## src/rtl/box_resolver.sv

```systemverilog
// box_resolver: sweeps one moving axis-aligned box against the tile map.
// It probes the leading edge of the horizontal pass, then the vertical pass,
// and reports sticky directional collision flags.
//
// Ports:
//   clk, rst               clock, asynchronous active-high reset
//   start                  request, accepted only while busy = 0
//   x_pos, y_pos           box bottom-left corner (y grows downward)
//   x_spd, y_spd           per-step displacement magnitude
//   x_dir                  0 = left, 1 = right
//   y_dir                  0 = down, 1 = up
//   qry_x, qry_y, qry_vld  registered map probe
//   tile_type              block type for the probe LOOKUP_LAT cycles back
//   busy, done             request in progress / one-cycle completion pulse
//   col                    [3] top, [2] right, [1] bottom, [0] left
module box_resolver #(
    parameter int POS_W      = 10,
    parameter int SPD_W      = 5,
    parameter int TYPE_W     = 3,
    parameter int BOX_W      = 32,
    parameter int BOX_H      = 32,
    parameter int NPTS_X     = 2,
    parameter int NPTS_Y     = 2,
    parameter int LOOKUP_LAT = 1,
    parameter logic [(1<<TYPE_W)-1:0] SOLID_MASK  = 'b0000_0010,
    parameter logic [(1<<TYPE_W)-1:0] ONEWAY_MASK = 'b0000_0100
) (
    input  logic              clk,
    input  logic              rst,
    input  logic              start,
    input  logic [POS_W-1:0]  x_pos,
    input  logic [POS_W-1:0]  y_pos,
    input  logic [SPD_W-1:0]  x_spd,
    input  logic [SPD_W-1:0]  y_spd,
    input  logic              x_dir,
    input  logic              y_dir,
    output logic [POS_W-1:0]  qry_x,
    output logic [POS_W-1:0]  qry_y,
    output logic              qry_vld,
    input  logic [TYPE_W-1:0] tile_type,
    output logic              busy,
    output logic              done,
    output logic [3:0]        col
);

    localparam int CNT_MAX_XY =
        (NPTS_X > NPTS_Y) ? NPTS_X : NPTS_Y;
    localparam int CNT_MAX =
        (CNT_MAX_XY > LOOKUP_LAT) ? CNT_MAX_XY : LOOKUP_LAT;
    localparam int CNT_W = (CNT_MAX > 2) ? $clog2(CNT_MAX) : 1;

    localparam logic [CNT_W-1:0] H_LAST   = CNT_W'(NPTS_Y - 1);
    localparam logic [CNT_W-1:0] V_LAST   = CNT_W'(NPTS_X - 1);
    localparam logic [CNT_W-1:0] LAT_LAST = CNT_W'(LOOKUP_LAT - 1);

    localparam logic [POS_W-1:0] BOX_W_M1 = POS_W'(BOX_W - 1);
    localparam logic [POS_W-1:0] BOX_H_M1 = POS_W'(BOX_H - 1);

    typedef enum logic [2:0] {
        IDLE,
        H_ISSUE,
        H_DRAIN,
        V_ISSUE,
        V_DRAIN,
        DONE
    } state_t;

    state_t           state;
    state_t           stateNext;
    logic [CNT_W-1:0] cnt;
    logic [CNT_W-1:0] cntNext;

    // Request context captured at accept
    logic [POS_W-1:0] xPosR;
    logic [POS_W-1:0] yPosR;
    logic [POS_W-1:0] nxR;
    logic [POS_W-1:0] nyR;
    logic             xDirR;
    logic             yDirR;
    logic             ySpdNz;

    logic             accept;
    logic [POS_W-1:0] nxIn;
    logic [POS_W-1:0] nyIn;

    // Effective context: live inputs on the accept cycle, else registers,
    // so the first probe can be registered on the accept edge.
    logic [POS_W-1:0] xPosE;
    logic [POS_W-1:0] yPosE;
    logic [POS_W-1:0] nxE;
    logic [POS_W-1:0] nyE;
    logic             xDirE;
    logic             yDirE;

    logic             qryVldNext;
    logic             qryPassNext;
    logic [POS_W-1:0] qryXNext;
    logic [POS_W-1:0] qryYNext;
    logic             qryPass;

    // Response tracker: {valid, pass} per in-flight probe (pass 1 = vertical)
    logic [LOOKUP_LAT-1:0] trkVld;
    logic [LOOKUP_LAT-1:0] trkPass;
    logic                  emVld;
    logic                  emPass;
    logic                  hit;
    logic [3:0]            colSet;

    // Edge sample offsets, evenly spread and rounded down
    function automatic logic [POS_W-1:0] offH(
        input logic [CNT_W-1:0] k
    );
        int prod;
        prod = (BOX_H - 1) * int'(k);
        return POS_W'(prod / (NPTS_Y - 1));
    endfunction

    function automatic logic [POS_W-1:0] offV(
        input logic [CNT_W-1:0] k
    );
        int prod;
        prod = (BOX_W - 1) * int'(k);
        return POS_W'(prod / (NPTS_X - 1));
    endfunction

    assign accept = (state == IDLE) && start;

    assign nxIn = x_dir ? x_pos + POS_W'(x_spd)
                        : x_pos - POS_W'(x_spd);
    assign nyIn = y_dir ? y_pos - POS_W'(y_spd)
                        : y_pos + POS_W'(y_spd);

    assign xPosE = accept ? x_pos : xPosR;
    assign yPosE = accept ? y_pos : yPosR;
    assign nxE   = accept ? nxIn  : nxR;
    assign nyE   = accept ? nyIn  : nyR;
    assign xDirE = accept ? x_dir : xDirR;
    assign yDirE = accept ? y_dir : yDirR;

    // State register
    always_ff @(posedge clk or posedge rst) begin
        if (rst) begin
            state <= IDLE;
            cnt   <= '0;
        end else begin
            state <= stateNext;
            cnt   <= cntNext;
        end
    end

    // Next-state logic
    always_comb begin
        stateNext = state;
        cntNext   = cnt;
        unique case (state)
            IDLE: begin
                if (start) begin
                    cntNext = '0;
                    if (x_spd != '0)
                        stateNext = H_ISSUE;
                    else if (y_spd != '0)
                        stateNext = V_ISSUE;
                    else
                        stateNext = DONE;
                end
            end
            H_ISSUE: begin
                if (cnt == H_LAST) begin
                    cntNext   = '0;
                    stateNext = H_DRAIN;
                end else begin
                    cntNext = cnt + 1'b1;
                end
            end
            H_DRAIN: begin
                if (cnt == LAT_LAST) begin
                    cntNext   = '0;
                    stateNext = ySpdNz ? V_ISSUE : DONE;
                end else begin
                    cntNext = cnt + 1'b1;
                end
            end
            V_ISSUE: begin
                if (cnt == V_LAST) begin
                    cntNext   = '0;
                    stateNext = V_DRAIN;
                end else begin
                    cntNext = cnt + 1'b1;
                end
            end
            V_DRAIN: begin
                if (cnt == LAT_LAST) begin
                    cntNext   = '0;
                    stateNext = DONE;
                end else begin
                    cntNext = cnt + 1'b1;
                end
            end
            DONE: begin
                stateNext = IDLE;
            end
            default: begin
                stateNext = IDLE;
            end
        endcase
    end

    // Output logic: status flags and the probe for the upcoming cycle
    always_comb begin
        busy        = (state != IDLE);
        done        = (state == DONE);
        qryVldNext  = 1'b0;
        qryPassNext = 1'b0;
        qryXNext    = '0;
        qryYNext    = '0;
        unique case (1'b1)
            (stateNext == H_ISSUE): begin
                qryVldNext = 1'b1;
                qryXNext   = xDirE ? nxE + BOX_W_M1 : nxE;
                qryYNext   = yPosE - offH(cntNext);
            end
            (stateNext == V_ISSUE): begin
                qryVldNext  = 1'b1;
                qryPassNext = 1'b1;
                qryXNext    = xPosE + offV(cntNext);
                qryYNext    = yDirE ? nyE - BOX_H_M1 : nyE;
            end
            default: begin
            end
        endcase
    end

    assign emVld  = trkVld[LOOKUP_LAT-1];
    assign emPass = trkPass[LOOKUP_LAT-1];

    // One-way blocks only stop a box falling onto them
    assign hit = emVld &&
        (SOLID_MASK[tile_type] ||
         (ONEWAY_MASK[tile_type] && emPass && !yDirR));

    always_comb begin
        colSet = '0;
        if (hit) begin
            if (emPass)
                colSet = yDirR ? 4'b1000 : 4'b0010;
            else
                colSet = xDirR ? 4'b0100 : 4'b0001;
        end
    end

    // Datapath registers
    always_ff @(posedge clk or posedge rst) begin
        if (rst) begin
            xPosR   <= '0;
            yPosR   <= '0;
            nxR     <= '0;
            nyR     <= '0;
            xDirR   <= 1'b0;
            yDirR   <= 1'b0;
            ySpdNz  <= 1'b0;
            qry_vld <= 1'b0;
            qryPass <= 1'b0;
            qry_x   <= '0;
            qry_y   <= '0;
            trkVld  <= '0;
            trkPass <= '0;
            col     <= '0;
        end else begin
            if (accept) begin
                xPosR  <= x_pos;
                yPosR  <= y_pos;
                nxR    <= nxIn;
                nyR    <= nyIn;
                xDirR  <= x_dir;
                yDirR  <= y_dir;
                ySpdNz <= (y_spd != '0);
            end
            qry_vld <= qryVldNext;
            qryPass <= qryPassNext;
            qry_x   <= qryXNext;
            qry_y   <= qryYNext;
            trkVld[0]  <= qry_vld;
            trkPass[0] <= qryPass;
            for (int i = 1; i < LOOKUP_LAT; i++) begin
                trkVld[i]  <= trkVld[i-1];
                trkPass[i] <= trkPass[i-1];
            end
            if (accept)
                col <= '0;
            else
                col <= col | colSet;
        end
    end

endmodule

```

## config.mk

```make
export PLATFORM = sky130hd
export DESIGN_NAME = box_resolver
export DESIGN_NICKNAME = d
export VERILOG_FILES = /design/src/rtl/box_resolver.sv
export SDC_FILE = /design/constraint.sdc
export NUM_CORES = 1
export LEC_CHECK = 0
export ABC_AREA = 0
export BUFFER_PORTS_ARGS = -buffer_cell sky130_fd_sc_hd__buf_4
export CORE_MARGIN = 2
export CORE_UTILIZATION = 40
export CTS_BUF_LIST = sky130_fd_sc_hd__clkbuf_4
export CTS_CLUSTER_SIZE = 20
export DETAILED_ROUTE_END_ITERATION = 8
export GPL_TIMING_DRIVEN = 0
export PLACE_DENSITY = 0.69
export SLEW_MARGIN = 20
export SYNTH_ARGS = -nofsm -noshare
export SYNTH_HDL_FRONTEND = slang
export SYNTH_SLANG_ARGS = --single-unit
export TNS_END_PERCENT = 20
```

## constraint.sdc

```tcl
create_clock -name clk -period 3.9 [get_ports clk]
set_input_delay 0.39 -clock clk [delete_from_list [all_inputs] [get_ports clk]]
set_output_delay 0.39 -clock clk [all_outputs]
set_load 0.02 [all_outputs]
```

* Word-level counts from Yosys, hierarchy flattened *
Memory sizes are Yosys's and may differ from the RTL's.
Cells that the tools add are included.

word-level totals
  bits in registers = 75
  bits in latches = 0
  RAM bits = 0
  memory bits (read-only) = 16
  input port bits = 38
  output and inout port bits = 27
  logic and storage cells = 84
  memories = 2

cells by class
  add/subtract/negate cells = 9
  multiply operators = 1
  div/mod/pow operators = 0
  magnitude comparators = 1
  equality and inequality tests = 7
  shift operators = 0
  muxes and demuxes = 34
  bitwise gates (word level) = 1
  reduce and logical (&&, ||, !) cells = 13

memories
  memory            words  width  rd ports  clocked after Yosys merged registers in  write ports  RTL line  text
  (name not given)  8      1      1         0                                        0            239       (ONEWAY_MASK[tile_type] && emPass && !yDirR));
  (name not given)  8      1      1         0                                        0            238       (SOLID_MASK[tile_type] ||

operators by type and width
  cell                   number
  $mux 10                8
  $pmux 10 s2            2
  $mux 3                 9
  $add 10x5->10          2
  $sub 10x5->10          2
  $mux 4                 4
  $pmux 3 s5             1
  $add 10x5->10 const B  1
  $add 10x6->10          1
  $reduce_bool 5->1      2
  $sub 10x10->10         1
  $sub 10x5->10 const B  1
  $eq 3x2->1 const B     3
  $mux 1                 9
  $eq 3x1->1 const B     2
  $eq 3x3->1 const B     2
  $mul 5x1->6 const A    1
  $reduce_or 2->1        3
  $logic_and 1x1->1      4
  $lt 3x4->1 const B     1
  $or 4x4->4             1
  $logic_not 3->1        1
  $pmux 1 s3             1
  $reduce_bool 3->1      1
  3 further kinds        3

* Longest topological paths before layout *
Gate-level depths: netlist of run 1.

  word-level depth = 9
  gate-level depth with buffers = 18
  depth with buffers taken out = 14

* Least setup slack after synthesis of run 1 *
OpenSTA, ideal clock, no wires.

  path type = reg-to-reg
  start point = register state[2]
  end point = register qry_x[8]
  setup time = 0.131 ns
  arrival time = 3.480 ns
  required time = 3.769 ns
  path slack = 0.289 ns
  cell stages (with the launch flop) = 19
  path buffers = 6
  clock period less this slack = 3.611 ns
  path through = dfrtp_1 buf_6 or4b_4 buf_6 buf_6 buf_2 buf_2 clkbuf_1 nand2_1 nand2_1 ha_1 fa_1 a21oi_1 nor2_1 o21a_1 o21ai_0 nor3_1 xnor2_1 o32ai_1

between the ends
  elaborated cells between the ends (all ways) = 25
  classes of those cells = add/sub (2); mul (1); eq/ne (6); mux (12); reduce/logical (4)

RTL lines
  item                    RTL line  text
  from (decl)             68        state_t state;
  from (signal assigned)  146       state <= stateNext;
  $logic_not 3->1         126       assign accept = (state == IDLE) && start;
  $logic_and 1x1->1       126
  $mux 10                 -
  named net xPosE[0]      88        logic [POS_W-1:0] xPosE;
  $add 10x6->10           225       qryXNext = xPosE + offV(cntNext);
  $pmux 10 s2             216       unique case (1'b1)
  named net qryXNext[8]   97        logic [POS_W-1:0] qryXNext;
  to (signal assigned)    280       qry_x <= qryXNext;
  to (decl)               37        output logic [POS_W-1:0] qry_x,

The timed path passes the listed nets, and every way through them passes these cells.
A chain may end at the register's enable or synchronous reset.

* Worst setup path in the final report of run 1 *
  start point = register state[2]
  end point = register qry_x[7]

Same word-level chain as after synthesis.

==> results of run 1 <==
[cell families (layout without fill, tap and decap cells)]
logic type               Yosys count  count (layout)  synth area share
multiplexers                      21              21           0.04337
buffers and inverters             61             140           0.05259
adder cells (fa/ha/maj)           40              40            0.1057
AND/OR/NAND/NOR                  194             194            0.1914
XOR/XNOR                          37              37           0.06605
AO/OA/AOI/OAI                    118             118            0.1670
flip-flops                        75              75            0.3739
[critical path, cell delays in order, from the launching register on]
cell and delay (ps):
dfrtp_1 400, buf_6 140, or4b_4 570, buf_6 190
buf_6 200, clkbuf_4 210, nand2_1 80, nand2_1 110
ha_1 320, a21o_1 160, a21oi_1 210, o21bai_1 110
a21o_1 200, and3_1 210, xnor2_1 200, nand2_1 80
a21oi_1 200
[flip-flops by register name, summed over array words and instances (netlist names), 3 cells and up]
name   flops
yPosR     10
state      3
nxR       10
qry_y     10
nyR       10
xPosR     10
col        4
qry_x     10
[final timing paths]
path | from | end | slack, ps
setup / recovery | state[2] | qry_x[7] | 200
hold / removal | x_pos[0] | xPosR[0] | 190
setup reg to reg | state[2] | qry_x[7] | 200
hold reg to reg | qryPass | emPass | 360
max in group asynchronous | rst | qry_x[8] | 2880
min in group asynchronous | rst | qry_y[3] | 470
[power groups by stage]
stage,Sequential [mW],Clock [mW],Combinational [mW]
after floorplan,1.37,0,2.27
after global routing,1.32,0.444,3.61
after detailed placement,1.30,0,3.20
after global placement,1.29,0,3.12
final,1.29,0.403,3.25
after CTS,1.29,0.409,3.22
[layer usage]
layer / vias up / share of wire / wire length [µm]
met3: 23 / 0.048 / 593
li1: 2068 / - / -
met4: 0 / 0.021 / 261
met1: 1995 / 0.45 / 5537
met5: - / 0 / 0
met2: 123 / 0.48 / 5909
[layout by cell type, fill, tap and decap left out, types with 12 or more instances in the layout]
cell     synthesis  routed
nand2_1         76      76
dfrtp_1         75      75
buf_4            0      65
inv_1           40      39
nor2_1          39      39
ha_1            36      36
a21oi_1         26      26
xnor2_1         25      25
nor3_1          18      18
mux2i_1         17      17
o21ai_0         13      12
nand3_1         12      12
[repair_timing]
| action | CTS | global route |
|---|---|---|
| setup endpoints to repair | 15 | 5 |
| hold endpoints to repair | 22 | 0 |
| buffers inserted | 0 | 2 |
| hold buffers | 1 | 0 |
| pin swaps | 0 | 1 |
| gates resized for setup | 5 | 2 |
[final cells by class]
class | instances | area, µm²
fill | 1190 | 6242
multi-input combinational | 410 | 2898
sequential | 75 | 1877
timing repair buffer | 66 | 518.0
tap | 168 | 210.2
inverter | 41 | 156.4
buffer | 17 | 102.6
clock buffer | 10 | 75.07
clock inverter | 6 | 32.53
[through the flow]
step | total power [mW] | setup TNS (ps)
finish | 4.938 | 0
global route | 5.370 | 0
CTS | 4.912 | 0
detailed placement | 4.498 | -5332
global placement | 4.401 | -5104
floorplan | 3.643 | 0
==> summary.txt, run 1 <==
Status - finished clean
Die area - 13,460 µm²
Final hold violations - 0
Synth top cells by count - nand2_1, dfrtp_1, inv_1
GRT Util Overall - 0.1914
Top cell type by total area after synthesis - dfrtp_1
Grt ovf - 0
GR Util met2 - 0.3220
HPWL Detailed - 9721 µm
Post-synth ARST share - 1.000
Vias/cell - 5.308
Number of max-slew violations in the final report - 0
Final instance area - 5869 µm²
Final Net Count - 698
Final ANT Viol Nets - 0
Clk pwr share - 0.082
Initial antenna violation count - 0
Placed Area - 5725 µm²
EDFF count, synth - 0
Register area share after synthesis - 0.3739
Pleak - 2.848 nW
CTS tree - built
HP Class - input port to flip-flop
Slew headroom - 0.5743
CTS sink cnt - 75
Final number of setup-violating endpoints - 0
Fin crit share - 0.9479
Crit. End Element - flip-flop
Sequential share of power - 0.260
Overall routed net length - 12,300 µm
Most common cell in the netlist - nand2_1
Finished Layout Cells - 793
Synth Cell Area - 5020 µm²
Number of global-route vias before repair - 4,099
Comb power frac - 0.658
Largest net degree at the start of global routing - 54
Worst slew pin tran - 620.8 ps
Placer congestion estimate - 0.8469
Worst Path Arrival - 4060 ps
# IOs - 65
Syn_area_per_cell - 9.194 µm²
Clock-pin slew on the worst setup and hold paths - 130 ps
F_max - 0.2705 GHz
Ant diodes - 0
Area delta synth->final - 16.92%
Clock skew - 17.34 ps
DRT iter0 DRCs - 331
Htree depth - 3
Die Span X - 116.0 µm
Top_reg_cell synth - dfrtp_1
Final worst slack - 203.0 ps
Synthesized flop and latch total - 75
Critical path fanouts, max - 28
RSZ-0062 raised after global routing - no
Synth unique cells - 68
PortBufs - 62
PD cells - 841.3 nW/µm²
Met3 Track Usage GR - 0.03295
Met1 Usage GRT - 0.2507
WHS - 191.2 ps
Hold path depth - 3
First-pass DRT Iterations - 5
R2R depth - 16
Max clock buf depth - 2
CTS root buf - clkbuf_4
Post-synth top area share - 0.3739
DP Cell Count - 777
Synth warn - 0
Placement Rows - 40
Critical path data required time - 4260 ps
DRC - 0
Routed len/inst - 15.51 µm
Initial core utilization - 0.4145
Post-synthesis net count - 624
Switching Share - 0.4769
Gr busiest metal - met2
Post-Syn Instances - 546
Setup Crit Path Kind - flip-flop to flip-flop
Chip Height - 116.0 µm
Via count - 4,209
Internal power - 2.583 mW
Post-layout minimum cycle time - 3697 ps
Top cells by area, synth - dfrtp_1, ha_1, nand2_1
Max-cap check violation count - 0
Psw - 2.355 mW
Share of layout cells above drive strength 1 - 0.1808
Layout Utilization - 0.4846
Core box area - 12,110 µm²
VDD IR max - 0.3255 mV
Num CTS Buffers - 9
CP Launch Type - flip-flop
DP Worst Slack - -731.4 ps
First-pass GRT wire length - 19,880 µm
Clock Latency Late Sink - 440 ps
Note: power is estimated with default switching activity, not from simulation.
==> run 2, diff against run 1 <==
BUFFER_PORTS_ARGS = -buffer_cell sky130_fd_sc_hd__clkbuf_2   (was -buffer_cell sky130_fd_sc_hd__buf_4)
==> run 2 against run 1 <==
Hold slack gained 10 ps. Die area is the same. Global-route usage shrank 0.20 points. Non-clock buffer count is the same. First-iteration DRC count shrank 1.2%. Count of clock-buffer cells in the layout is the same. Combinational power shrank 2%. Clock power grew 12%. Largest cell class unchanged. Power shrank 0.74%. Via count grew 0.24%. Highest routed layer unchanged.
==> summary.txt, run 2 (synthesized netlist as in run 1, its figures left out) <==
Status - finished clean
Final hold violations - 0 (unchanged)
Overall routed net length - 12,300 µm (about the same)
Final instance area - 5714 µm² (-2.6%)
Core box area - 12,110 µm² (unchanged)
Slew headroom - 0.5433 (-0.03092)
Vias/cell - 5.327 (+0.36%)
Reg-to-reg endpoint - qry_x[7]
Initial core utilization - 0.4145 (unchanged)
CP Launch Type - flip-flop
Setup Crit Path Kind - flip-flop to flip-flop
Fin crit share - 0.9396 (-0.008381)
Crit. End Element - flip-flop
HPWL Detailed - 9692 µm (-0.30%)
Critical path data required time - 4260 ps (about the same)
First-pass DRT Iterations - 5 (unchanged)
F_max - 0.2729 GHz (+0.89%)
Die Span X - 116.0 µm (unchanged)
Post-layout minimum cycle time - 3664 ps (-32.69 ps)
Max clock buf depth - 2 (unchanged)
Reg2reg setup slack - 240 ps (+30 ps)
First-pass GRT wire length - 19,460 µm (-2.1%)
Largest net degree at the start of global routing - 44 (-19%)
Routed len/inst - 15.53 µm (+0.11%)
PD cells - 857.8 nW/µm² (+2.0%)
CP cell instances - buf_6 > or4b_4 > buf_6 > buf_6 > clkbuf_4 > nand2_1 > nand2_1 > ha_1 > a21o_1 > a21oi_1 > o21bai_1 > a21o_1 > and3_1 > xnor2_1 > nand2_1 > a21oi_1
CTS root buf - clkbuf_4
DRC - 0 (unchanged)
PortBufs - 62 (unchanged)
Most frequent cells in the layout - nand2_1, dfrtp_1, clkbuf_2, inv_1, nor2_1
Overall Power - 4.901 mW (-0.74%)
Crit path buf inv count - 4 (unchanged)
CTS sink cnt - 75 (unchanged)
Worst slew pin tran - 665.9 ps (+45.09 ps)
Placer congestion estimate - 0.8473 (about the same)
Final Net Count - 698 (unchanged)
Critical Path End - qry_x[7]
Pleak - 2.804 nW (-1.6%)
Clock-pin slew on the worst setup and hold paths - 110 ps (-20 ps)
Via count - 4,219 (+0.24%)
Worst r2r src - state[2]
Ant diodes - 0 (unchanged)
CP top delay family - simple AND/OR/NAND/NOR gates
Num CTS Buffers - 9 (unchanged)
Htree depth - 3 (unchanged)
CTS tree - built
Worst Path Arrival - 4020 ps (-40 ps)
Final ANT Viol Nets - 0 (unchanged)
Placement Rows - 40 (unchanged)
Clock skew - 6.275 ps (-11.07 ps)
Area delta synth->final - 13.83%
Chip Height - 116.0 µm (unchanged)
Placed Area - 5563 µm² (-2.8%)
HP Class - input port to flip-flop
Critical path depth in cells - 16 (unchanged)
Share of layout cells above drive strength 1 - 0.1795 (-0.001313)
Largest stage delay, worst path - 570 ps (about the same)
# IOs - 65 (unchanged)
DRT iter0 DRCs - 327 (-1.2%)
Number of max-slew violations in the final report - 0 (unchanged)
Slowest CP cell - or4b_4
Initial antenna violation count - 0 (unchanged)
Number of global-route vias before repair - 4,056 (-1.0%)
Max-cap check violation count - 0 (unchanged)
Grt ovf - 0 (unchanged)
Critical path fanouts, max - 28 (unchanged)
GRT Util Overall - 0.1893 (-0.002044)
Commonest non-fill, non-tap cell in the layout - nand2_1
Crit path from - state[2]
R2R depth - 16 (unchanged)
Die area - 13,460 µm² (unchanged)
Final number of setup-violating endpoints - 0 (unchanged)
VDD IR max - 0.2456 mV (-25%)
Clock Latency Late Sink - 440 ps (about the same)
==> run 2: cell types whose count changed in the layout (fill, tap and decap cells not counted), sizes merged <==
cell / previous run / this run
bufinv: 0 / 1
clkinv: 5 / 4
clkinvlp: 1 / 0
buf: 71 / 9
clkbuf: 21 / 83
==> run 2: worst reg2reg max path: cells and delay by family, from the launching register on <==
family	cells	cell delay (ps)
XOR/XNOR	1	180
AO/OA/AOI/OAI	5	900
buffers and inverters	4	750
AND/OR/NAND/NOR	5	1040
adder cells (fa/ha/maj)	1	320
flip-flops	1	390
==> run 2: layout make-up <==
type | instances | area [µm²]
Multi-Input combinational cell | 410 | 2893
Sequential cell | 75 | 1877
Inverter | 41 | 156.4
Tap cell | 168 | 210.2
Fill cell | 1213 | 6397
Timing Repair Buffer | 66 | 355.3
Clock buffer | 10 | 75.07
Buffer | 17 | 102.6
Clock inverter | 5 | 45.04
==> run 2: how the worst min path moves through the flow <==
| stage | start | to | slack [ps] | cells after the start |
|---|---|---|---|---|
| finish | x_pos[2] | xPosR[2] | 200 | 3 |
| global route | x_pos[2] | xPosR[2] | 210 | 3 |
| CTS | x_pos[4] | xPosR[4] | 190 | 3 |
| detailed placement | qryPass | emPass | 340 | 0 |
| global placement | qryPass | emPass | 340 | 0 |
| floorplan | qryPass | emPass | 330 | 0 |
==> run 2: power breakdown <==
part	internal (mW)	total, mW	leakage [nW]	switching [mW]
clock network	0.191	0.453	0.0664	0.262
logic	1.24	3.17	1.80	1.93
registers	1.14	1.28	0.937	0.136
total	2.57	4.90	2.80	2.33
==> run 2: per-stage QoR <==
| step | util | hold slack [ps] | setup slack, ps | instances | TNS [ps] |
|---|---|---|---|---|---|
| after floorplan | - | 331.2 | 288.5 | 546 | 0 |
| after global placement | 0.4574 | 336.4 | -686.2 | 776 | -5100 |
| after detailed placement | 0.4593 | 342.6 | -704.4 | 777 | -5468 |
| after CTS | 0.4701 | 191.0 | 53.11 | 790 | 0 |
| after global routing | 0.4718 | 208.9 | -5.199 | 792 | -5.199 |
| final | 0.4718 | 201.4 | 235.7 | 792 | 0 |
==> run 2: routing by layer <==
layer  part of all wire  GRT usage
met1               0.45     0.2419
met2               0.48     0.3189
met3              0.047    0.03609
met4              0.025    0.07302
met5                  0          0
==> run 2: repair_timing <==
item | CTS | global route
endpoints found under the setup margin | 15 | 5
setup buffers | 0 | 2
gates resized for setup | 5 | 2
gates cloned | 0 | 0
endpoints found under the hold margin | 32 | 0
pin swaps | 0 | 1
hold buffers | 1 | 0
